==> config.mk <==
export PLATFORM = sky130hd
export DESIGN_NAME = pkt_router_pipe
export DESIGN_NICKNAME = d
export VERILOG_FILES = /design/src/rtl/pkt_router_pipe.sv
export SDC_FILE = /design/constraint.sdc
export NUM_CORES = 1
export LEC_CHECK = 0
export ABC_AREA = 1
export CORE_AREA = 2 2 731 733
export DETAILED_ROUTE_END_ITERATION = 10
export DIE_AREA = 0 0 733 735
export MAX_ROUTING_LAYER = met4
export SYNTH_ARGS = -nofsm -noshare
export SYNTH_HDL_FRONTEND = slang
export SYNTH_SLANG_ARGS = --single-unit
==> constraint.sdc <==
create_clock -name clk -period 3.3 [get_ports clk]
set_input_delay 0.825 -clock clk [delete_from_list [all_inputs] [get_ports clk]]
set_output_delay 0.825 -clock clk [all_outputs]
set_load 0.01 [all_outputs]
==> src/rtl/pkt_router_pipe.sv <==
// pkt_router_pipe
//
// Single-stage packet router. A ternary key/mask table (entry 0 has the
// highest priority) picks an output channel for each input packet. The
// winning route is captured into a one-entry stage register together with the
// packet.
//
// A missed packet is discarded in the following cycle. A hit packet is
// offered on its channel until that channel is ready. If the channel stays
// blocked for reg_drop_wait_in cycles, the packet is dropped; a value of 0
// disables dropping. Three saturating counters track delivered, unrouted and
// dropped packets.
//
// Ports
//   clk               clock
//   resetn            synchronous active-low reset
//   reg_key_in        per-entry keys, entry e at [e*KEY_BITS +: KEY_BITS]
//   reg_mask_in       per-entry masks, same layout as the keys
//   reg_route_in      per-entry channel, entry e at [e*ROUTE_BITS +: ROUTE_BITS]
//   reg_rvld_in       per-entry enable
//   reg_drop_wait_in  blocked cycles before drop (0 = never drop)
//   reg_cnt_clr_in    clears all statistics counters
//   pkt_in_*          input packet handshake
//   pkt_out_*         per-channel output handshake; data broadcast to all channels
//   cnt_*_out         statistics counters
module pkt_router_pipe #(
    parameter int unsigned PACKET_BITS  = 72,
    parameter int unsigned KEY_LSB      = 8,
    parameter int unsigned KEY_BITS     = 32,
    parameter int unsigned NUM_RREGS    = 16,
    parameter int unsigned NUM_CHANNELS = 8,
    parameter int unsigned ROUTE_BITS   = $clog2(NUM_CHANNELS),
    parameter int unsigned CNT_BITS     = 32,
    parameter int unsigned WAIT_BITS    = 16
) (
    input  logic                                clk,
    input  logic                                resetn,
    input  logic [KEY_BITS*NUM_RREGS-1:0]       reg_key_in,
    input  logic [KEY_BITS*NUM_RREGS-1:0]       reg_mask_in,
    input  logic [ROUTE_BITS*NUM_RREGS-1:0]     reg_route_in,
    input  logic [NUM_RREGS-1:0]                reg_rvld_in,
    input  logic [WAIT_BITS-1:0]                reg_drop_wait_in,
    input  logic                                reg_cnt_clr_in,
    input  logic [PACKET_BITS-1:0]              pkt_in_data_in,
    input  logic                                pkt_in_vld_in,
    output logic                                pkt_in_rdy_out,
    output logic [PACKET_BITS*NUM_CHANNELS-1:0] pkt_out_data_out,
    output logic [NUM_CHANNELS-1:0]             pkt_out_vld_out,
    input  logic [NUM_CHANNELS-1:0]             pkt_out_rdy_in,
    output logic [CNT_BITS-1:0]                 cnt_routed_out,
    output logic [CNT_BITS-1:0]                 cnt_unrouted_out,
    output logic [CNT_BITS-1:0]                 cnt_dropped_out
);

    localparam logic [1:0] StEmpty    = 2'd0;
    localparam logic [1:0] StHoldHit  = 2'd1;
    localparam logic [1:0] StHoldMiss = 2'd2;

    logic [1:0]             state_q, state_d;
    logic [PACKET_BITS-1:0] data_q, data_d;
    logic [ROUTE_BITS-1:0]  route_q, route_d;
    logic [WAIT_BITS-1:0]   wait_q, wait_d;
    logic [CNT_BITS-1:0]    cnt_routed_q, cnt_routed_d;
    logic [CNT_BITS-1:0]    cnt_unrouted_q, cnt_unrouted_d;
    logic [CNT_BITS-1:0]    cnt_dropped_q, cnt_dropped_d;

    // ------------------------------------------------------------------
    // Table lookup (combinational on the input packet)
    // ------------------------------------------------------------------
    logic [KEY_BITS-1:0]   lk_key;
    logic                  lk_hit;
    logic [ROUTE_BITS-1:0] lk_route;
    logic                  lk_route_ok;

    assign lk_key = pkt_in_data_in[KEY_LSB +: KEY_BITS];

    // Walk from the highest index down so the lowest-index hit is the last
    // assignment and therefore wins.
    always_comb begin
        lk_hit   = 1'b0;
        lk_route = '0;
        for (int e = int'(NUM_RREGS) - 1; e >= 0; e--) begin
            if (reg_rvld_in[e] &&
                ((lk_key & reg_mask_in[e*KEY_BITS +: KEY_BITS]) ==
                 reg_key_in[e*KEY_BITS +: KEY_BITS])) begin
                lk_hit   = 1'b1;
                lk_route = reg_route_in[e*ROUTE_BITS +: ROUTE_BITS];
            end
        end
    end

    // Routes that name a non-existent channel are treated as misses. The
    // check is only needed when the route field can encode such values.
    generate
        if ((2 ** ROUTE_BITS) > NUM_CHANNELS) begin : g_route_chk
            assign lk_route_ok = (32'(lk_route) < NUM_CHANNELS);
        end else begin : g_route_nochk
            assign lk_route_ok = 1'b1;
        end
    endgenerate

    // ------------------------------------------------------------------
    // Stage control
    // ------------------------------------------------------------------
    logic out_rdy;
    logic deliver;
    logic drop;
    logic discard_miss;
    logic leave;
    logic accept;

    assign out_rdy      = pkt_out_rdy_in[route_q];
    assign deliver      = (state_q == StHoldHit) && out_rdy;
    // ">=" rather than "==" so a threshold lowered below the current count
    // still drops on the next blocked cycle.
    assign drop         = (state_q == StHoldHit) && !out_rdy &&
                          (reg_drop_wait_in != '0) && (wait_q >= reg_drop_wait_in);
    assign discard_miss = (state_q == StHoldMiss);
    assign leave        = deliver || drop || discard_miss;

    assign pkt_in_rdy_out = resetn && ((state_q == StEmpty) || leave);
    assign accept         = pkt_in_vld_in && pkt_in_rdy_out;

    always_comb begin
        state_d = state_q;
        data_d  = data_q;
        route_d = route_q;
        wait_d  = wait_q;
        if (accept) begin
            state_d = (lk_hit && lk_route_ok) ? StHoldHit : StHoldMiss;
            data_d  = pkt_in_data_in;
            route_d = lk_route;
            wait_d  = '0;
        end else if (leave) begin
            state_d = StEmpty;
            wait_d  = '0;
        end else if (state_q == StHoldHit) begin
            // Saturate so a never-dropping blocked packet cannot wrap.
            wait_d = (wait_q == '1) ? wait_q : wait_q + 1'b1;
        end
    end

    // ------------------------------------------------------------------
    // Statistics counters (saturating; clear beats increment)
    // ------------------------------------------------------------------
    function automatic logic [CNT_BITS-1:0] cnt_next(input logic [CNT_BITS-1:0] cur,
                                                     input logic inc,
                                                     input logic clr);
        if (clr) begin
            return '0;
        end else if (inc && (cur != '1)) begin
            return cur + 1'b1;
        end
        return cur;
    endfunction

    always_comb begin
        cnt_routed_d   = cnt_next(cnt_routed_q, deliver, reg_cnt_clr_in);
        cnt_unrouted_d = cnt_next(cnt_unrouted_q, discard_miss, reg_cnt_clr_in);
        cnt_dropped_d  = cnt_next(cnt_dropped_q, drop, reg_cnt_clr_in);
    end

    // ------------------------------------------------------------------
    // State registers
    // ------------------------------------------------------------------
    always_ff @(posedge clk) begin
        if (!resetn) begin
            state_q        <= StEmpty;
            data_q         <= '0;
            route_q        <= '0;
            wait_q         <= '0;
            cnt_routed_q   <= '0;
            cnt_unrouted_q <= '0;
            cnt_dropped_q  <= '0;
        end else begin
            state_q        <= state_d;
            data_q         <= data_d;
            route_q        <= route_d;
            wait_q         <= wait_d;
            cnt_routed_q   <= cnt_routed_d;
            cnt_unrouted_q <= cnt_unrouted_d;
            cnt_dropped_q  <= cnt_dropped_d;
        end
    end

    // ------------------------------------------------------------------
    // Outputs (valid depends on stage state only)
    // ------------------------------------------------------------------
    always_comb begin
        pkt_out_vld_out = '0;
        if (state_q == StHoldHit) begin
            pkt_out_vld_out[route_q] = 1'b1;
        end
    end

    assign pkt_out_data_out = {NUM_CHANNELS{data_q}};
    assign cnt_routed_out   = cnt_routed_q;
    assign cnt_unrouted_out = cnt_unrouted_q;
    assign cnt_dropped_out  = cnt_dropped_q;

endmodule
Word-level counts from Yosys, hierarchy flattened
Index checks and enable logic that the tools add are counted.
- input port bits: 1188
- output and inout bits: 681
- logic and storage cells: 141
- bits in latches: 0
- register bits after elaboration: 189
- memory bits (writable): 0
- bits in read-only memories: 0
- memories kept: 0
- mux-type cells: 52
- order comparisons: 3
- bitwise gates (word level): 18
- reduce and logical (&&, ||, !) cells: 35
- multiply operators: 0
- $add $sub $neg: 4
- shift operators: 0
- equality and inequality tests: 22
- divide/modulo/power cells: 0
- operators by type and width (kind ; count):
    $and 32x32->32 ; 16
    $eq 32x32->1 ; 16
    $mux 32 ; 6
    $add 32x1->32 const B ; 3
    $ne 32x32->1 const B ; 3
    $mux 3 ; 16
    $logic_and 1x1->1 ; 26
    $mux 1 ; 24
    $add 16x1->16 const B ; 1
    $eq 16x16->1 const B ; 1
    $ge 16x16->1 ; 1
    $reduce_bool 16->1 ; 1
    $mux 8 ; 1
    $mux 2 ; 3
    $lt 3x4->1 const B ; 1
    $bmux 1 s3 ; 1
    $demux 1 s3 ; 1
    $ge 3x1->1 const B ; 1
    $logic_or 1x1->1 ; 3
    $reduce_or 3->1 ; 1
    $eq 2x1->1 const B ; 1
    $eq 2x2->1 const B ; 1
    $logic_not 2->1 ; 1
    $not 1->1 ; 2
    other kinds (3) ; 3

Longest topological paths before layout
Gate-level depths: netlist of the first run.
- depth after elaboration: 21
- mapped depth: 30
- gate-level depth less buffers: 29

Worst setup path after synthesis of the first run
No wires, ideal clock.
- kind: input -> output
- from: in reg_drop_wait_in[0]
- to: out pkt_in_rdy_out
- setup slack: -14 ps
- required time: 2475 ps
- arrival: 2489 ps
- path buffers: 0
- cell stages on the path: 20
- cell sequence: ha_1 inv_1 nand2_1 a21oi_1 o21ai_1 nand2_1 nand2_1 nand2_1 nand2_1 nand2_1 nand2_1 a21oi_1 o21ai_1 nand2_1 inv_1 or2_2 nor2_1 o21ai_1 nand2_1 inv_1
- cells in the longest elaborated chain, start to end: 7
- elaborated cells between the ends (all ways): 8
- classes of those cells: 1 x order compare; 7 x reduce/logical
- RTL lines (element ; RTL line ; text):
    from (decl) ; 42 ; input logic [WAIT_BITS-1:0] reg_drop_wait_in,
    parallel branches: the longest is 2 deep, another holds $ge 16x16->1 ; -- ;
    $logic_and 1x1->1 * ; 117 ; (reg_drop_wait_in != '0) && (wait_q >= reg_drop_wait_in);
    $logic_or 1x1->1 * (2 in a row) ; 119 ; assign leave = deliver || drop || discard_miss;
    $logic_or 1x1->1 * ; 121 ; assign pkt_in_rdy_out = resetn && ((state_q == StEmpty) || leave);
    $logic_and 1x1->1 * ; 121 ;
    to (decl) ; 46 ; output logic pkt_in_rdy_out,
Every way passes the cells marked *.

Worst setup path after layout of the first run
- from: in reg_drop_wait_in[9]
- to: out pkt_in_rdy_out
Same word-level chain as after synthesis.

==> out/results.ini, run 1 <==
[placed_design]
portBuffers = 1868
place_congestion = 1.02
hpwl_um = 462000
pre_cts_slack_ps = -1780
place_area_um2 = 51500

[power_and_ir_drop]
ir_drop_mv = 0.301
p_sw_frac = 0.414
p_int_uw = 7380
power_switching_uw = 5210
pwr-share-clk = 0.232
combPwrFrac = 0.555
powerDensity_nw_per_um2 = 225
power_uw = 12600
leakagePower_uw = 0.0204
seqPwrFrac = 0.212

[detailed_routing]
drt_wl_total_um = 493000
wl_per_cell_um = 37.5
antenna_left = 0
via_count = 36162
dr.pass1.iters = 9
post_drt_via_cell_ratio = 2.75
drc = 0
drtIter0Drc = 2457

[grt]
grt_pass1_vias = 33560
grt-ovfl-total = 0
grt_max_degree = 59
grt_usage = 0.180
grt_antenna_before_repair = 629
grt_pass1_wl_um = 561000

[outcome]
status = finished, violations left
violations = setup timing

[floorplanning]
io_pins = 1869
core-area_um2 = 531000
dieArea_um2 = 539000
fp.dieW_um = 733
initial_core_util = 0.0424
rows = 268
die_h_um = 735

[critical_path]
cp_slowest_cell = clkdlybuf4s50_1
critPathLaunchType = input pin
critPathCaptureType = primary output
worst-endpoint-required_ps = 2470
arrival_ps = 3240
rr_worst_depth = 30
path_class = input pin to primary output
reg2reg_from = wait_q[0]
crit_fanout = 2
crit_chain = clkdlybuf4s50_1 -> inv_1 -> ha_1 -> a21oi_2 -> o31ai_4 -> a21oi_4 -> o21ai_1 -> nand2_1 -> inv_2 -> or2_4 -> nor2_4 -> o21ai_4 -> nand2_4 -> inv_2 -> buf_6
cpPeakStageDelay_ps = 500
path_common_cell = inv_2
rrSetupSlack_ps = -280
rr_endpoint = data_q[52]

[clocking]
htreeDepth = 4
clk_latency_ps = 590
cts_tree = done
cts_root_buffer = clkbuf_16
clock_path_buffers = 3
clock-sinks = 189
clkTransAtPathRegs_ps = 60
cts_buffers = 25

[min_path]
hp-start = data_q[49]
hold_class = register to register
holdPathEnd = data_q[49]
hold_depth = 2

[synthesis]
ys.warnings.count = 0
synthDistinctLibCells = 70
synth_flop_cell = dfxtp_1
synth_area_um2 = 22500
yosysSeqAreaShare = 0.168
synth.net_count = 4979
synthesis.instances = 3771
synth-seq-cells = 189
avgSynthCellArea_um2 = 5.98
synthArstFlopShare = 0
synth-edff-count = 0

[sta]
min_period_ps = 4070
relSlewSlack = 0.304
whs_ps = 463
rsz0062_at_grt = true
finalCritPeriodShare = 1.23
setup_violations = 90
worst_pin_slew_ps = 1040
setup_slack_ps = -769
max_freq_mhz = 246
finalHoldViolCount = 0
finalClockSkew_ps = 44.7
slew_viol_final = 0

[cells_and_area]
area.growth.synth_to_final_pct = 148
stdcell_area_um2 = 56000
drive_above_1_share = 0.186
fin_nets = 6888

[flow_run]
maxCapViolCount = 0

## power groups by stage
stage / clock network, uW / logic (uW) / registers [uW]
floorplan: 0 / 2150 / 2620
global placement: 0 / 6800 / 2730
detailed placement: 0 / 6800 / 2740
CTS: 3170 / 7020 / 2690
global route: 3140 / 7350 / 2690
finish: 2920 / 6990 / 2670
## synthesized netlist by cell type (63+ instances only)
master | number | area (um2)
nand2_1 | 1129 | 4240
buf_4 | 511 | 3840
inv_1 | 324 | 1220
nor2_1 | 276 | 1040
nand3_1 | 221 | 1110
dfxtp_1 | 189 | 3780
o21ai_0 | 168 | 841
xnor2_1 | 144 | 1260
a21oi_1 | 133 | 666
nor3_1 | 123 | 616
xor2_1 | 79 | 692
nor4_1 | 66 | 413
nand4_1 | 63 | 394
## metrics by stage
stage / utilization / std cells / TNS, ps
floorplan: - / 3771 / 0
global placement: 0.0969 / 12607 / -149850
detailed placement: 0.0969 / 12607 / -121110
CTS: 0.101 / 12683 / -3920
global route: 0.105 / 13077 / -30060
finish: 0.105 / 13161 / -19340
## worst max-delay path by stage
stage | end | slack [ps] | cells after the start | startpoint
floorplan | pkt_in_rdy_out | 8 | 20 | reg_drop_wait_in[0]
global placement | pkt_in_rdy_out | -2040 | 23 | reg_drop_wait_in[0]
detailed placement | pkt_in_rdy_out | -1780 | 23 | reg_drop_wait_in[0]
CTS | pkt_in_rdy_out | -720 | 22 | wait_q[0]
global route | pkt_in_rdy_out | -860 | 22 | wait_q[0]
finish | pkt_in_rdy_out | -770 | 15 | reg_drop_wait_in[9]
## layout make-up
| class | instances | area [um2] |
|---|---|---|
| diodes | 455 | 1140 |
| clock buffers | 30 | 684 |
| well taps | 7020 | 8780 |
| repair buffers | 2493 | 25800 |
| clock inverters | 3 | 18.8 |
| fillers | 61961 | 475000 |
| flip-flops and latches | 189 | 3810 |
| inverters | 332 | 1270 |
| multi-input cells | 2639 | 14500 |
## placed cells by master, fill, tap and decap left out, types with 123 or more instances in the layout
| master | instances |
|---|---|
| xnor2_1 | 143 |
| clkdlybuf4s50_1 | 1696 |
| diode_2 | 455 |
| buf_12 | 150 |
| nand2_1 | 1027 |
| nand3_1 | 187 |
| dfxtp_1 | 170 |
| inv_1 | 298 |
| buf_4 | 432 |
| o21ai_0 | 149 |
| a21oi_1 | 123 |
| nor2_1 | 235 |
## worst max-delay path: cells and delay by family
| kind | cells | cell delay [ps] |
|---|---|---|
| compound gates | 5 | 620 |
| fa+ha+maj | 1 | 310 |
| buf+inv | 5 | 770 |
| simple gates | 4 | 700 |
## layer usage
metal / GRT usage / vias to the layer above / wire length [um]
met5: - / - / 0
met4: 0.0657 / 0 / 24800
met3: 0.0815 / 826 / 52100
met2: 0.296 / 2546 / 228000
met1: 0.191 / 16620 / 189000
li1: - / 16170 / -
## registers in the layout (all words and copies together), names as in the netlist
name,flops
cnt_dropped_out,32
data_q,72
state_q,2
cnt_routed_out,32
cnt_unrouted_out,32
route_q,3
wait_q,16
## logic make-up after synthesis
kind of cell	after synthesis	synth area share
compound gates	429	0.110
fa+ha+maj	20	0.0111
xor+xnor	223	0.0867
simple gates	1967	0.378
flops	189	0.168
buf+inv	943	0.246
## what timing repair did
item                       4_1_cts  5_1_grt
gates resized for setup        313      301
setup buffers                   46       24
pin swaps                       94      136
hold buffers                     0        0
setup endpoints to repair       99       98
hold endpoints to repair         0        0
gates cloned                     5        4
Note: power is estimated with default switching activity, not from simulation.
==> run 2: changes to the inputs <==
--- a/config.mk
+++ b/config.mk
@@ -6,10 +6,11 @@
 export NUM_CORES = 1
 export LEC_CHECK = 0
 export ABC_AREA = 1
-export CORE_AREA = 2 2 731 733
+export CORE_AREA = 2 2 729 731
 export DETAILED_ROUTE_END_ITERATION = 10
-export DIE_AREA = 0 0 733 735
+export DIE_AREA = 0 0 731 733
 export MAX_ROUTING_LAYER = met4
+export SLEW_MARGIN = 0
 export SYNTH_ARGS = -nofsm -noshare
 export SYNTH_HDL_FRONTEND = slang
 export SYNTH_SLANG_ARGS = --single-unit
==> constraint.sdc (replaced) <==
create_clock -name clk -period 4.86 [get_ports clk]
set_input_delay 1.215 -clock clk [delete_from_list [all_inputs] [get_ports clk]]
set_output_delay 1.215 -clock clk [all_outputs]
set_load 0.01 [all_outputs]
==> out/results.ini, run 2 (synthesized netlist as in run 1, its figures left out) <==
[outcome]
status = finished, final reports clean

[power_and_ir_drop]
leakagePower_uw = 0.0172  ; -15%
powerDensity_nw_per_um2 = 160  ; -29%
ir_drop_mv = 0.274  ; -9.0%

[clocking]
clkTransAtPathRegs_ps = 90  ; +30 ps
clock_path_buffers = 3  ; unchanged
clock-sinks = 189  ; unchanged
htreeDepth = 4  ; unchanged
cts_tree = done
hold_buffers = 0  ; unchanged
clk_latency_ps = 580  ; about the same
cts_buffers = 25  ; unchanged
cts_root_buffer = clkbuf_16

[detailed_routing]
antenna_left = 0  ; unchanged
via_count = 34902  ; -3.5%
drt_wl_total_um = 487000  ; -1.2%
post_drt_via_cell_ratio = 2.73  ; -0.68%
wl_per_cell_um = 38.1  ; +1.6%
drc = 0  ; unchanged
drtIter0Drc = 2444  ; -0.53%
dr.pass1.iters = 5  ; -4

[cells_and_area]
area.growth.synth_to_final_pct = 125
fin_nets = 6535  ; -5.1%
drive_above_1_share = 0.0864  ; -0.0993
stdcell_area_um2 = 50700  ; -9.4%
largest_reg_flops = 72  ; unchanged
layout_common_cells = clkdlybuf4s50_1, nand2_1, inv_1
top_register = data_q
final_common_cell = clkdlybuf4s50_1

[critical_path]
critPathCaptureType = primary output
arrival_ps = 3530  ; +290 ps
rr_worst_depth = 37  ; +23%
rr_endpoint = cnt_dropped_out[18]
crit_fanout = 2  ; unchanged
critPathLaunchType = input pin
rrSetupSlack_ps = 550  ; +830 ps
startpoint = reg_drop_wait_in[11]
path_class = input pin to primary output
worst-endpoint-required_ps = 3640  ; +1170 ps
reg2reg_from = wait_q[0]

[floorplanning]
die_h_um = 733  ; -0.27%
dieArea_um2 = 536000  ; -0.54%
initial_core_util = 0.0427  ; +0.000294
fp.dieW_um = 731  ; -0.27%
io_pins = 1869  ; unchanged
core-area_um2 = 527000  ; -0.69%
rows = 267  ; -0.37%

[sta]
setup_slack_ps = 111  ; +880 ps
rsz0062_at_grt = true
finalHoldViolCount = 0  ; unchanged
worst_pin_slew_ps = 1190  ; +150 ps
finalClockSkew_ps = 39.4  ; -5.34 ps
min_period_ps = 4750
setup_violations = 0  ; -100%
slew_viol_final = 0  ; unchanged
finalCritPeriodShare = 0.977
relSlewSlack = 0.205  ; -0.0993
max_freq_mhz = 211

[placed_design]
pre_cts_slack_ps = -1630  ; +154 ps
hpwl_um = 456000  ; -1.1%
place_congestion = 1.00  ; -1.4%
portBuffers = 1868  ; unchanged
place_area_um2 = 48500  ; -5.8%

[flow_run]
maxCapViolCount = 0  ; unchanged

[min_path]
hold_class = register to register
holdPathEnd = data_q[2]
hold_depth = 2  ; unchanged
hp-start = data_q[2]

[grt]
grt_antenna_before_repair = 622  ; -1.1%
grt_max_degree = 58  ; -1.7%
grt-ovfl-total = 0  ; unchanged
grt_pass1_vias = 32154  ; -4.2%
grt_pass1_wl_um = 554000  ; -1.2%
grt_usage = 0.180  ; -0.000630

==> run 2: cell types whose count changed in the layout (fill, tap and decap cells not counted), sizes merged <==
cell	before	now
inv	328	333
buf	658	307
diode	455	463
bufbuf	1	0
clkinv	4	2
clkbuf	35	29
bufinv	0	2
clkdlybuf4s50	1696	1828
clkinvlp	3	0
dlymetal6s2s	78	0
dlygate4sd2	52	1
==> run 2: report_power, final <==
part	internal [uW]	total (uW)	switching [uW]	leakage [uW]
Clock	1070	2020	949	0.000368
Combinational	2070	4060	2000	0.0153
Sequential	1610	2010	402	0.00154
==> run 2: routing by layer <==
layer | up-vias | track usage | share of wire
met2 | 2530 | 0.293 | 0.46
met5 | - | - | 0
met4 | 0 | 0.0592 | 0.043
met3 | 760 | 0.0829 | 0.11
li1 | 15450 | - | -
met1 | 16162 | 0.192 | 0.38
==> run 2: worst max-delay path by stage <==
stage                          end  cells past startpoint
CTS                 pkt_in_rdy_out                     23
floorplan           pkt_in_rdy_out                     20
finish              pkt_in_rdy_out                     16
global route        pkt_in_rdy_out                     23
global placement    pkt_in_rdy_out                     25
detailed placement  pkt_in_rdy_out                     25
==> run 2: cell type report <==
class | instances | area (um2)
fill | 61814 | 477000
timing repair buffer | 2140 | 21600
multi-input combinational | 2639 | 13400
tap | 6994 | 8750
sequential | 189 | 3800
inverter | 332 | 1260
antenna | 463 | 1160
clock buffer | 28 | 657
clock inverter | 5 | 82.6
==> run 2: stage by stage <==
step | utilization | hold slack, ps | power [uW] | TNS, ps | instances
6_report | 0.0961 | 467 | 8100 | 0 | 12790
3_5_place_dp | 0.0919 | 457 | 6200 | -93040 | 12277
5_1_grt | 0.0959 | 508 | 8470 | -23.2 | 12734
3_3_place_gp | 0.0919 | 463 | 6190 | -101830 | 12277
4_1_cts | 0.0937 | 470 | 8350 | -111 | 12326
2_1_floorplan | - | 458 | 3240 | 0 | 3771
==> run 2: repair_timing <==
| item | CTS | global route |
|---|---|---|
| setup endpoints to repair | 94 | 29 |
| gates cloned | 0 | 1 |
| pin swaps | 21 | 21 |
| resized for setup | 45 | 30 |
| buffers inserted | 18 | 1 |
==> run 2: critical path, cell delays in order <==
cell	delay, ps
clkdlybuf4s50_1	540
inv_1	80
ha_1	310
a21oi_1	160
o31ai_1	100
a21oi_2	130
o21ai_1	70
nand2_1	100
inv_2	40
or2_4	230
nor2_4	90
o21ai_2	70
buf_12	140
nand2_4	60
inv_4	50
buf_12	120
